## config.mk

```make
export PLATFORM = sky130hd
export DESIGN_NAME = stack_game_engine
export DESIGN_NICKNAME = d
export VERILOG_FILES = /design/src/rtl/stack_pkg.sv /design/src/rtl/stack_tick_gen.sv /design/src/rtl/stack_game_engine.sv
export SDC_FILE = /design/constraint.sdc
export NUM_CORES = 1
export LEC_CHECK = 0
export BUFFER_PORTS_ARGS = -buffer_cell sky130_fd_sc_hd__buf_2
export CELL_PAD_IN_SITES_DETAIL_PLACEMENT = 1
export CELL_PAD_IN_SITES_GLOBAL_PLACEMENT = 2
export CORE_ASPECT_RATIO = 1.1
export CORE_MARGIN = 2
export CORE_UTILIZATION = 25
export CTS_BUF_LIST = sky130_fd_sc_hd__clkbuf_8
export CTS_CLUSTER_DIAMETER = 30
export DETAILED_ROUTE_END_ITERATION = 8
export PLACE_DENSITY = 0.69
export SLEW_MARGIN = 40
export SYNTH_ARGS = -nofsm -noshare
export SYNTH_HDL_FRONTEND = slang
export SYNTH_SLANG_ARGS = --single-unit
```

## constraint.sdc

```tcl
create_clock -name clk -period 11.29 [get_ports clk]
set_clock_uncertainty 0.2 [all_clocks]
set_input_delay 2.258 -clock clk [delete_from_list [all_inputs] [get_ports clk]]
set_output_delay 2.258 -clock clk [all_outputs]
set_load 0.02 [all_outputs]
```

## src/rtl/stack_pkg.sv

```systemverilog
// Shared types and helpers for the stack game engine.
// Latency: n/a (types, constants and combinational functions only).
// Backpressure: n/a.
package stack_pkg;

    typedef enum logic [2:0] {
        IDLE,
        SLIDE,
        PLACE,
        LOST,
        WON
    } state_t;

    localparam int DEF_COLS = 8;
    localparam int DEF_ROWS = 8;

    // Helper functions work on a fixed wide vector; callers zero-extend a row.
    localparam int FN_W = 64;

    function automatic logic [6:0] popcount(input logic [FN_W-1:0] v);
        logic [6:0] n;
        n = '0;
        for (int i = 0; i < FN_W; i++) begin
            n = n + 7'(v[i]);
        end
        return n;
    endfunction

    // Returns 0 for an all-zero input; callers only use it on non-zero rows.
    function automatic logic [5:0] lowest_set(input logic [FN_W-1:0] v);
        logic [5:0] idx;
        idx = '0;
        for (int i = FN_W - 1; i >= 0; i--) begin
            if (v[i]) begin
                idx = 6'(i);
            end
        end
        return idx;
    endfunction

endpackage

```

## src/rtl/stack_tick_gen.sv

```systemverilog
// Bar step timer: counts 0..period-1 and strobes o_tc on the terminal count.
// Latency: o_tc is combinational from the counter; a load/clear takes effect next edge.
// Backpressure: none; counting pauses while i_en is low.
// Ports: clk, rst (async active-low), i_en count enable, i_clr restart from 0,
//        i_ld/i_period load a new step period, o_tc one-cycle terminal-count strobe.
module stack_tick_gen #(
    parameter int TICK_DIV = 12500000,
    parameter int CW       = $clog2(TICK_DIV) + 1
) (
    input  logic          clk,
    input  logic          rst,
    input  logic          i_en,
    input  logic          i_clr,
    input  logic          i_ld,
    input  logic [CW-1:0] i_period,
    output logic          o_tc
);

    logic [CW-1:0] r_cnt;
    logic [CW-1:0] r_period;

    // A clear in the same cycle wins over the terminal count.
    assign o_tc = i_en && !i_clr && (r_cnt == r_period - CW'(1));

    always_ff @(posedge clk or negedge rst) begin
        if (!rst) begin
            r_cnt    <= '0;
            r_period <= CW'(TICK_DIV);
        end else begin
            if (i_ld) begin
                r_period <= i_period;
            end
            if (i_clr) begin
                r_cnt <= '0;
            end else if (i_en) begin
                r_cnt <= o_tc ? '0 : r_cnt + CW'(1);
            end
        end
    end

endmodule

```

## src/rtl/stack_game_engine.sv

```systemverilog
// Stack game engine: sliding bar, drop/overlap placement, frame and score outputs.
// Latency: drop in cycle N -> frozen row and score visible after edge N+2.
// Backpressure: none; drop/start pulses outside the states that use them are dropped.
// Ports: clk, rst (async active-low), start/drop pulses in; matrix_out frame
//        (row 0 at bits [COLS-1:0]), score, busy, game_over, win out.
// Build option: define STACK_SPEEDUP_EN to shorten the step period on higher rows.
module stack_game_engine
    import stack_pkg::*;
#(
    parameter int TICK_DIV   = 12500000,
    parameter int COLS       = DEF_COLS,
    parameter int ROWS       = DEF_ROWS,
    parameter int INIT_WIDTH = 3
) (
    input  logic                 clk,
    input  logic                 rst,
    input  logic                 start,
    input  logic                 drop,
    output logic [ROWS*COLS-1:0] matrix_out,
    output logic [31:0]          score,
    output logic                 busy,
    output logic                 game_over,
    output logic                 win
);

    localparam int R_W = (ROWS > 1) ? $clog2(ROWS) : 1;
    localparam int P_W = (COLS > 1) ? $clog2(COLS) : 1;
    localparam int W_W = $clog2(COLS + 1);
    localparam int CW  = $clog2(TICK_DIV) + 1;

    state_t                      r_state;
    logic [ROWS-1:0][COLS-1:0]   r_frame;
    logic [31:0]                 r_score;
    logic                        r_busy;
    logic                        r_game_over;
    logic                        r_win;
    logic [R_W-1:0]              r_row;
    logic [P_W-1:0]              r_pos;
    logic [W_W-1:0]              r_width;
    logic                        r_dir_left;

    logic [COLS-1:0]             w_bar;
    logic [COLS-1:0]             w_below;
    logic [COLS-1:0]             w_keep;
    logic [W_W-1:0]              w_keep_cnt;
    logic [P_W-1:0]              w_keep_lsb;
    logic [32:0]                 w_score_sum;
    logic                        w_last_row;
    logic                        w_restart;
    logic                        w_advance;
    logic                        w_tick_ld;
    logic                        w_tc;
    logic [CW-1:0]               w_period;
    logic [ROWS-1:0][COLS-1:0]   w_matrix;

    // Bar: width ones starting at column pos.
    always_comb begin
        w_bar = '0;
        for (int c = 0; c < COLS; c++) begin
            if (c >= int'(r_pos) && c < int'(r_pos) + int'(r_width)) begin
                w_bar[c] = 1'b1;
            end
        end
    end

    // The bottom row has nothing beneath it, so the whole bar survives there.
    assign w_below     = (r_row == '0) ? '1 : r_frame[r_row - R_W'(1)];
    assign w_keep      = w_bar & w_below;
    assign w_keep_cnt  = W_W'(popcount(FN_W'(w_keep)));
    assign w_keep_lsb  = P_W'(lowest_set(FN_W'(w_keep)));
    assign w_score_sum = {1'b0, r_score} + 33'(w_keep_cnt);
    assign w_last_row  = (r_row == R_W'(ROWS - 1));

    assign w_restart = ((r_state == IDLE) || (r_state == LOST) || (r_state == WON)) && start;
    assign w_advance = (r_state == PLACE) && (w_keep != '0) && !w_last_row;
    assign w_tick_ld = w_restart || w_advance;

`ifdef STACK_SPEEDUP_EN
    // Period for the row about to be entered, floored at a quarter of TICK_DIV.
    always_comb begin
        int v_row;
        int v_per;
        v_row = w_advance ? int'(r_row) + 1 : 0;
        v_per = TICK_DIV - v_row * (TICK_DIV / 16);
        if (v_per < TICK_DIV / 4) begin
            v_per = TICK_DIV / 4;
        end
        w_period = CW'(v_per);
    end
`else
    assign w_period = CW'(TICK_DIV);
`endif

    stack_tick_gen #(
        .TICK_DIV (TICK_DIV),
        .CW       (CW)
    ) u_tick (
        .clk      (clk),
        .rst      (rst),
        .i_en     (r_state == SLIDE),
        .i_clr    (w_tick_ld),
        .i_ld     (w_tick_ld),
        .i_period (w_period),
        .o_tc     (w_tc)
    );

    always_ff @(posedge clk or negedge rst) begin
        if (!rst) begin
            r_state     <= IDLE;
            r_frame     <= '0;
            r_score     <= '0;
            r_busy      <= 1'b0;
            r_game_over <= 1'b0;
            r_win       <= 1'b0;
            r_row       <= '0;
            r_pos       <= '0;
            r_width     <= W_W'(INIT_WIDTH);
            r_dir_left  <= 1'b0;
        end else begin
            case (r_state)
                IDLE, LOST, WON: begin
                    if (start) begin
                        r_state     <= SLIDE;
                        r_frame     <= '0;
                        r_score     <= '0;
                        r_busy      <= 1'b1;
                        r_game_over <= 1'b0;
                        r_win       <= 1'b0;
                        r_row       <= '0;
                        r_pos       <= '0;
                        r_width     <= W_W'(INIT_WIDTH);
                        r_dir_left  <= 1'b0;
                    end
                end
                SLIDE: begin
                    // Drop freezes the bar as displayed; a coincident step is discarded.
                    if (drop) begin
                        r_state <= PLACE;
                    end else if (w_tc) begin
                        if (int'(r_width) == COLS) begin
                            r_pos <= '0;
                        end else if (!r_dir_left) begin
                            if (int'(r_pos) + int'(r_width) == COLS) begin
                                r_dir_left <= 1'b1;
                                r_pos      <= r_pos - P_W'(1);
                            end else begin
                                r_pos <= r_pos + P_W'(1);
                            end
                        end else if (r_pos == '0) begin
                            r_dir_left <= 1'b0;
                            r_pos      <= r_pos + P_W'(1);
                        end else begin
                            r_pos <= r_pos - P_W'(1);
                        end
                    end
                end
                PLACE: begin
                    r_frame[r_row] <= w_keep;
                    if (w_keep == '0) begin
                        r_state     <= LOST;
                        r_busy      <= 1'b0;
                        r_game_over <= 1'b1;
                    end else begin
                        r_width <= w_keep_cnt;
                        r_pos   <= w_keep_lsb;
                        r_score <= w_score_sum[32] ? '1 : w_score_sum[31:0];
                        if (w_last_row) begin
                            r_state     <= WON;
                            r_busy      <= 1'b0;
                            r_game_over <= 1'b1;
                            r_win       <= 1'b1;
                        end else begin
                            r_row   <= r_row + R_W'(1);
                            r_state <= SLIDE;
                        end
                    end
                end
                default: r_state <= IDLE;
            endcase
        end
    end

    // Frozen rows plus the live bar on the current row while a game is running.
    always_comb begin
        w_matrix = r_frame;
        if (r_busy) begin
            w_matrix[r_row] = r_frame[r_row] | w_bar;
        end
    end

    assign matrix_out = w_matrix;
    assign score      = r_score;
    assign busy       = r_busy;
    assign game_over  = r_game_over;
    assign win        = r_win;

endmodule

```

* After elaboration in Yosys (flattened, before gate mapping)
Cells that the tools add are included.
Word-level totals: bits in latches 0, memory bits (writable) 0, memory bits (read-only) 0, register bits after elaboration 138, memories kept 0
Operators by class: add/subtract/negate cells 14, bitwise gates (word level) 2, multiply operators 0, magnitude comparators 18, div/mod/pow operators 0, eq/ne operators 17, shift operators 0, mux-type cells 72, reduce and logical (&&, ||, !) cells 36
Operators with widths (number):
- 64-bit bitwise mux | 2
- 4-bit by 32-bit less-than comparator with 1-bit output, first input constant | 4
- 64-bit 2-to-1 mux | 2
- 64-bit case mux with 2 select lines | 1
- 32-bit 2-to-1 mux | 3
- 25-bit 2-to-1 mux | 3
- 3-bit 2-to-1 mux | 22
- 3-bit by 32-bit less-than comparator with 1-bit output, first input constant | 2
- 32-bit case mux with 2 select lines | 1
- 8-bit binary-select mux with 3-bit select | 2
- 32-bit by 4-bit adder with 33-bit output | 1
- 1-bit by 32-bit less-than comparator with 1-bit output, first input constant | 1
- 2-bit by 32-bit less-than comparator with 1-bit output, first input constant | 1
- 8-bit 2-to-1 mux | 4
- 25-bit by 1-bit adder with 25-bit output, second input constant | 1
- 25-bit by 24-bit equality test with 1-bit output, second input constant | 1
- 8-bit demux with 3-bit select | 1
- 1-bit 2-to-1 mux | 21
- 3-bit case mux with 3 select lines | 2
- 4-bit by 1-bit adder with 4-bit output | 4
- 2-bit != test, second input constant | 8
- 1-bit logical AND | 13
- 5-bit AND reduction | 2
- 3-bit greater-or-equal comparator, first input constant | 3
- other kinds (33) | 54

* Longest topological paths before layout
depth after elaboration 16, depth in mapped cells 32, mapped depth without buffers 26

* Cells and area by module
From an unflattened synthesis, not the netlist that was laid out.
Unflattened totals: cell total of the unflattened synthesis 1202, area, all modules 10899.2 µm²
Modules (own cells, without submodules):
- stack_game_engine | times used 1, seq. area each 2830.2 µm², area each 7662.3 µm², cells an instance 851
- stack_tick_gen | times used 1, seq. area each 1266.2 µm², area each 3236.9 µm², cells an instance 351

* Least setup slack after synthesis
OpenSTA, ideal clock, no wires.
kind register to register, start register r_row[1], end register r_score[17] (netlist: score[17]), cell stages (with the launch flop) 32, arrival time 7.175 ns, period minus slack after synthesis 7.474 ns, path slack 3.816 ns, library setup time 0.099 ns, cells stage by stage dfrtp_1 clkbuf_1 clkbuf_1 inv_1 clkbuf_1 ha_1 clkbuf_2 buf_2 mux4_2 a21oi_1 nor4_1 clkbuf_1 inv_1 fa_1 inv_1 fa_1 inv_1 fa_1 inv_1 ha_1 fa_1 inv_1 fa_1 nor2b_1 o21a_1 o21ai_0 nor3_2 and3_1 buf_1 a21o_1 a21oi_1 a311oi_1
Between the ends: word-level cells in the longest chain between the ends 16
RTL lines:
- from (decl) | line stack_game_engine.sv:37 | logic [R_W-1:0] r_row;
- from (signal assigned) | line stack_game_engine.sv:173 | r_row <= r_row + R_W'(1);
- 3-bit by 1-bit subtractor with 3-bit output | line stack_game_engine.sv:67 | assign w_below = (r_row == '0) ? '1 : r_frame[r_row - R_W'(1)];
- 8-bit binary-select mux with 3-bit select | line stack_game_engine.sv:67
- 8-bit 2-to-1 mux (implied by the code) | line stack_game_engine.sv:67
- 8-bit 2-to-1 mux (*) | line stack_game_engine.sv:67
- 8-bit AND (*) | line stack_game_engine.sv:68 | assign w_keep = w_bar & w_below;
- 1-bit by 1-bit adder with 2-bit output | line stack_pkg.sv:24 | n = n + 7'(v[i]);
- 2-bit by 1-bit adder with 3-bit output | line stack_pkg.sv:24
- 3-bit by 1-bit adder with 4-bit output | line stack_pkg.sv:24
- 4-bit by 1-bit adder with 4-bit output (4 in a row) | line stack_pkg.sv:24
- 32-bit by 4-bit adder with 33-bit output | line stack_game_engine.sv:71 | assign w_score_sum = {1'b0, r_score} + 33'(w_keep_cnt);
- 32-bit 2-to-1 mux | line stack_game_engine.sv:166 | r_score <= w_score_sum[32] ? '1 : w_score_sum[31:0];
- 32-bit 2-to-1 mux | line stack_game_engine.sv:159 | if (w_keep == '0) begin
- 32-bit case mux with 2 select lines | line stack_game_engine.sv:120 | case (r_state)
- to (signal assigned) | line stack_game_engine.sv:166
- to (decl) | line stack_game_engine.sv:33 | logic [31:0] r_score;
Every way passes the cells marked *; elsewhere a longest branch is shown, timed or not. The select of a mux whose other input is x is not followed. A chain may end at the register's enable or synchronous reset.

* Worst setup path after layout
start register r_row[0], end register r_score[26] (netlist: score[26])
The elaborated chain is that of the path after synthesis.

==> qor.txt <==
GR Overflow Total - 0
largest net degree at the start of global routing - 78
status - finished clean
crit path launch type - flip-flop
ANT cells - 0
hold depth - 2
part of the Yosys area used for sequential elements - 38.0%
Synth Register Bits - 138
Power Density - 308 nW/um^2
type of the worst setup path - reg -> reg
detailed-router iteration count before antenna repair - 5
number of max-cap violations - 0
DRT iter0 DRCs - 544
Mapped Nets - 1068
TritonCTS Buffers - 17
Remaining DRCs - 0
mean area per synthesized cell - 8.76 sq um
layout cell share with drive strength beyond 1 - 19.4%
nets - 1142
leakage power - 0.00479 uW
final sum of negative setup slack - 0 ns
Clock H-tree levels - 4
PostCTS Resize Cnt - 0
post-synth design cell area - 9090 sq um
r2r worst-path depth - 25
Post-CTS Setup Bufs - 0
post-placement cell area - 10200 sq um
Clk Latency, worst-skew pair - 0.48 ns
global placement routability congestion - 0.904
initial standard-cell utilization of the core - 25.3%
end-of-flow core utilization - 29.5%
number of clock sinks - 138
footprint of the multi-input gates - 5330 sq um
root buffer cell - sky130_fd_sc_hd__clkbuf_8
first-pass GRT wire length - 53700 um
layout filler cell count - 4295
aggregate routed wire length - 34500 um
total of buffers placed on input and output ports - 102
final number of hold-violating endpoints - 0
slew margin rel. - 43.3%
crit path DAT - 8.71 ns
sort of element at the end of the critical path - flip-flop
Synth Instances - 1038
number of synthesized flops with an enable pin - 0
maximum resistive drop on vdd - 0.148 mV
post-synthesis to final-layout area growth - 16.6%
clock tree from TritonCTS - yes
warning count from the yosys run - 0
leading register cell type out of synthesis - sky130_fd_sc_hd__dfrtp_1
Unique masters post-synth - 72
ports placed on the boundary - 103
highest achievable clock rate - 117 MHz
HPWL after detailed placement - 24600 um
area of the core - 36000 sq um
Tightest Pin Transition - 0.844 ns
clock transition at the registers of the reported paths - 0.11 ns
antenna violation net count after detailed routing - 0
worst min-delay path category - reg -> reg
maximum fanout encountered on the critical timing path - 49
total area of sequential cells - 3460 sq um
CP Data Required Time - 11.48 ns
final instance area - 10600 sq um
final-report setup violation count - 0
share of flip-flops with an asynchronous set or reset after synthesis - 100%
Die Area - 37900 sq um
post-layout min period - 8.52 ns
average wire per standard cell - 21.4 um
Final Cycle Share - 75.5%
Die Span Y - 204 um
unrepaired setup endpoints after global routing - false
Avg Vias per Cell - 5.32
final number of max-transition violations - 0
row cnt - 73
antenna violations before repair - 0
total via count after detailed routing - 8574
Die X - 186 um
maximum buffer depth of the clock tree - 2
number of buffers inserted by hold repair at cts - 0
global-route usage over all layers - 18.6%
number of global-route vias before repair - 8773
state kept, by name, summed over array words and instances (netlist names):
| register | cells |
|---|---|
| busy | 1 |
| game_over | 1 |
| r_dir_left | 1 |
| r_frame | 64 |
| r_pos | 3 |
| r_row | 3 |
| r_state | 3 |
| r_width | 4 |
| score | 32 |
| u_tick.r_cnt | 25 |
| win | 1 |
report_power, final:
part	switching, uW	leakage (uW)	internal (uW)
Combinational	1520	0.00270	702
Clock	246	0.000195	165
Sequential	85.8	0.00190	545
area by class of cell:
type,instances,area share (%)
clock buffer,17,2.21
clock inverter,15,1.42
multi-input combinational,801,50.3
sequential,138,32.6
timing repair buffer,122,6.60
inverter,32,1.13
tap,487,5.75
cell usage after synthesis (11+ instances only):
cell / number / area [sq um]
sky130_fd_sc_hd__a21o_1: 21 / 158
sky130_fd_sc_hd__a21oi_1: 101 / 505
sky130_fd_sc_hd__a22o_1: 68 / 596
sky130_fd_sc_hd__a31oi_1: 17 / 106
sky130_fd_sc_hd__and3_1: 14 / 87.6
sky130_fd_sc_hd__clkbuf_1: 48 / 180
sky130_fd_sc_hd__dfrtp_1: 136 / 3400
sky130_fd_sc_hd__ha_1: 20 / 250
sky130_fd_sc_hd__inv_1: 30 / 113
sky130_fd_sc_hd__mux4_2: 18 / 405
sky130_fd_sc_hd__nand2_1: 109 / 409
sky130_fd_sc_hd__nand3_1: 33 / 165
sky130_fd_sc_hd__nor2_1: 104 / 390
sky130_fd_sc_hd__nor3_1: 46 / 230
sky130_fd_sc_hd__nor4_1: 11 / 68.8
sky130_fd_sc_hd__o21ai_0: 77 / 385
worst max-delay path, stage by stage, from the launching register on:
cell	delay, ns
sky130_fd_sc_hd__dfrtp_2	0.36
sky130_fd_sc_hd__buf_4	0.52
sky130_fd_sc_hd__inv_1	0.28
sky130_fd_sc_hd__ha_1	0.86
sky130_fd_sc_hd__mux4_2	0.36
sky130_fd_sc_hd__mux2i_1	0.07
sky130_fd_sc_hd__nand2_1	0.08
sky130_fd_sc_hd__o311a_1	0.60
sky130_fd_sc_hd__inv_1	0.19
sky130_fd_sc_hd__fa_1	0.57
sky130_fd_sc_hd__inv_1	0.05
sky130_fd_sc_hd__fa_1	0.47
sky130_fd_sc_hd__inv_1	0.05
sky130_fd_sc_hd__fa_1	0.47
sky130_fd_sc_hd__inv_1	0.04
sky130_fd_sc_hd__ha_1	0.19
sky130_fd_sc_hd__fa_1	0.52
sky130_fd_sc_hd__inv_1	0.09
sky130_fd_sc_hd__fa_1	0.43
sky130_fd_sc_hd__nor2b_1	0.13
sky130_fd_sc_hd__o21a_1	0.14
sky130_fd_sc_hd__o21ai_0	0.15
sky130_fd_sc_hd__nor3_2	0.50
sky130_fd_sc_hd__nand3_2	0.51
sky130_fd_sc_hd__and2_1	0.35
sky130_fd_sc_hd__a211oi_1	0.21
worst paths after layout:
path                       startpoint               end  slack, ns
setup / recovery             r_row[0]         score[26]       2.77
max in group asynchronous         rst       r_frame[56]       8.60
hold reg to reg                   win               win       0.31
hold / removal                    win               win       0.31
min in group asynchronous         rst  u_tick.r_cnt[11]       1.42
setup reg to reg             r_row[0]         score[26]       2.77
logic make-up after synthesis:
group | share of synthesized area, %
XOR/XNOR | 0.482
AO/OA/AOI/OAI | 26.3
adder cells (fa/ha/maj) | 4.07
buffers and inverters | 4.62
flip-flops | 38.0
multiplexers | 7.25
AND/OR/NAND/NOR | 19.2
layout by cell type, fill, tap and decap left out, drive strengths merged, types with 20 or more instances in the layout:
cell	netlist	routed
inv	30	40
a21oi	102	102
mux4	20	20
dfrtp	136	136
buf	18	122
nor3	47	47
a22o	68	68
nand3	33	33
nor2	105	105
a21o	21	21
o21ai	78	78
nand2	109	109
ha	20	20
metrics by stage:
step / setup slack [ns] / hold slack, ns / total power [uW] / instances
4_1_cts: 2.77 / 0.314 / 3270 / 1611
3_3_place_gp: 2.76 / 0.284 / 2810 / 1578
6_report: 2.77 / 0.306 / 3260 / 1612
5_1_grt: 2.22 / 0.338 / 3520 / 1612
2_1_floorplan: 3.82 / 0.266 / 2050 / 1038
3_5_place_dp: 2.81 / 0.300 / 2850 / 1579
layer usage:
metal  routed length, um  share of wire [%]  global-route usage, %  vias up
li1                    -                  -                      -     4019
met3                1130                3.3                   2.48       45
met4                 956                2.8                   6.61        0
met1               16200                 47                   25.7     4321
met5                   0                  0                      0        -
met2               16200                 47                   29.8      189
Note: power is estimated with default switching activity, not from simulation.
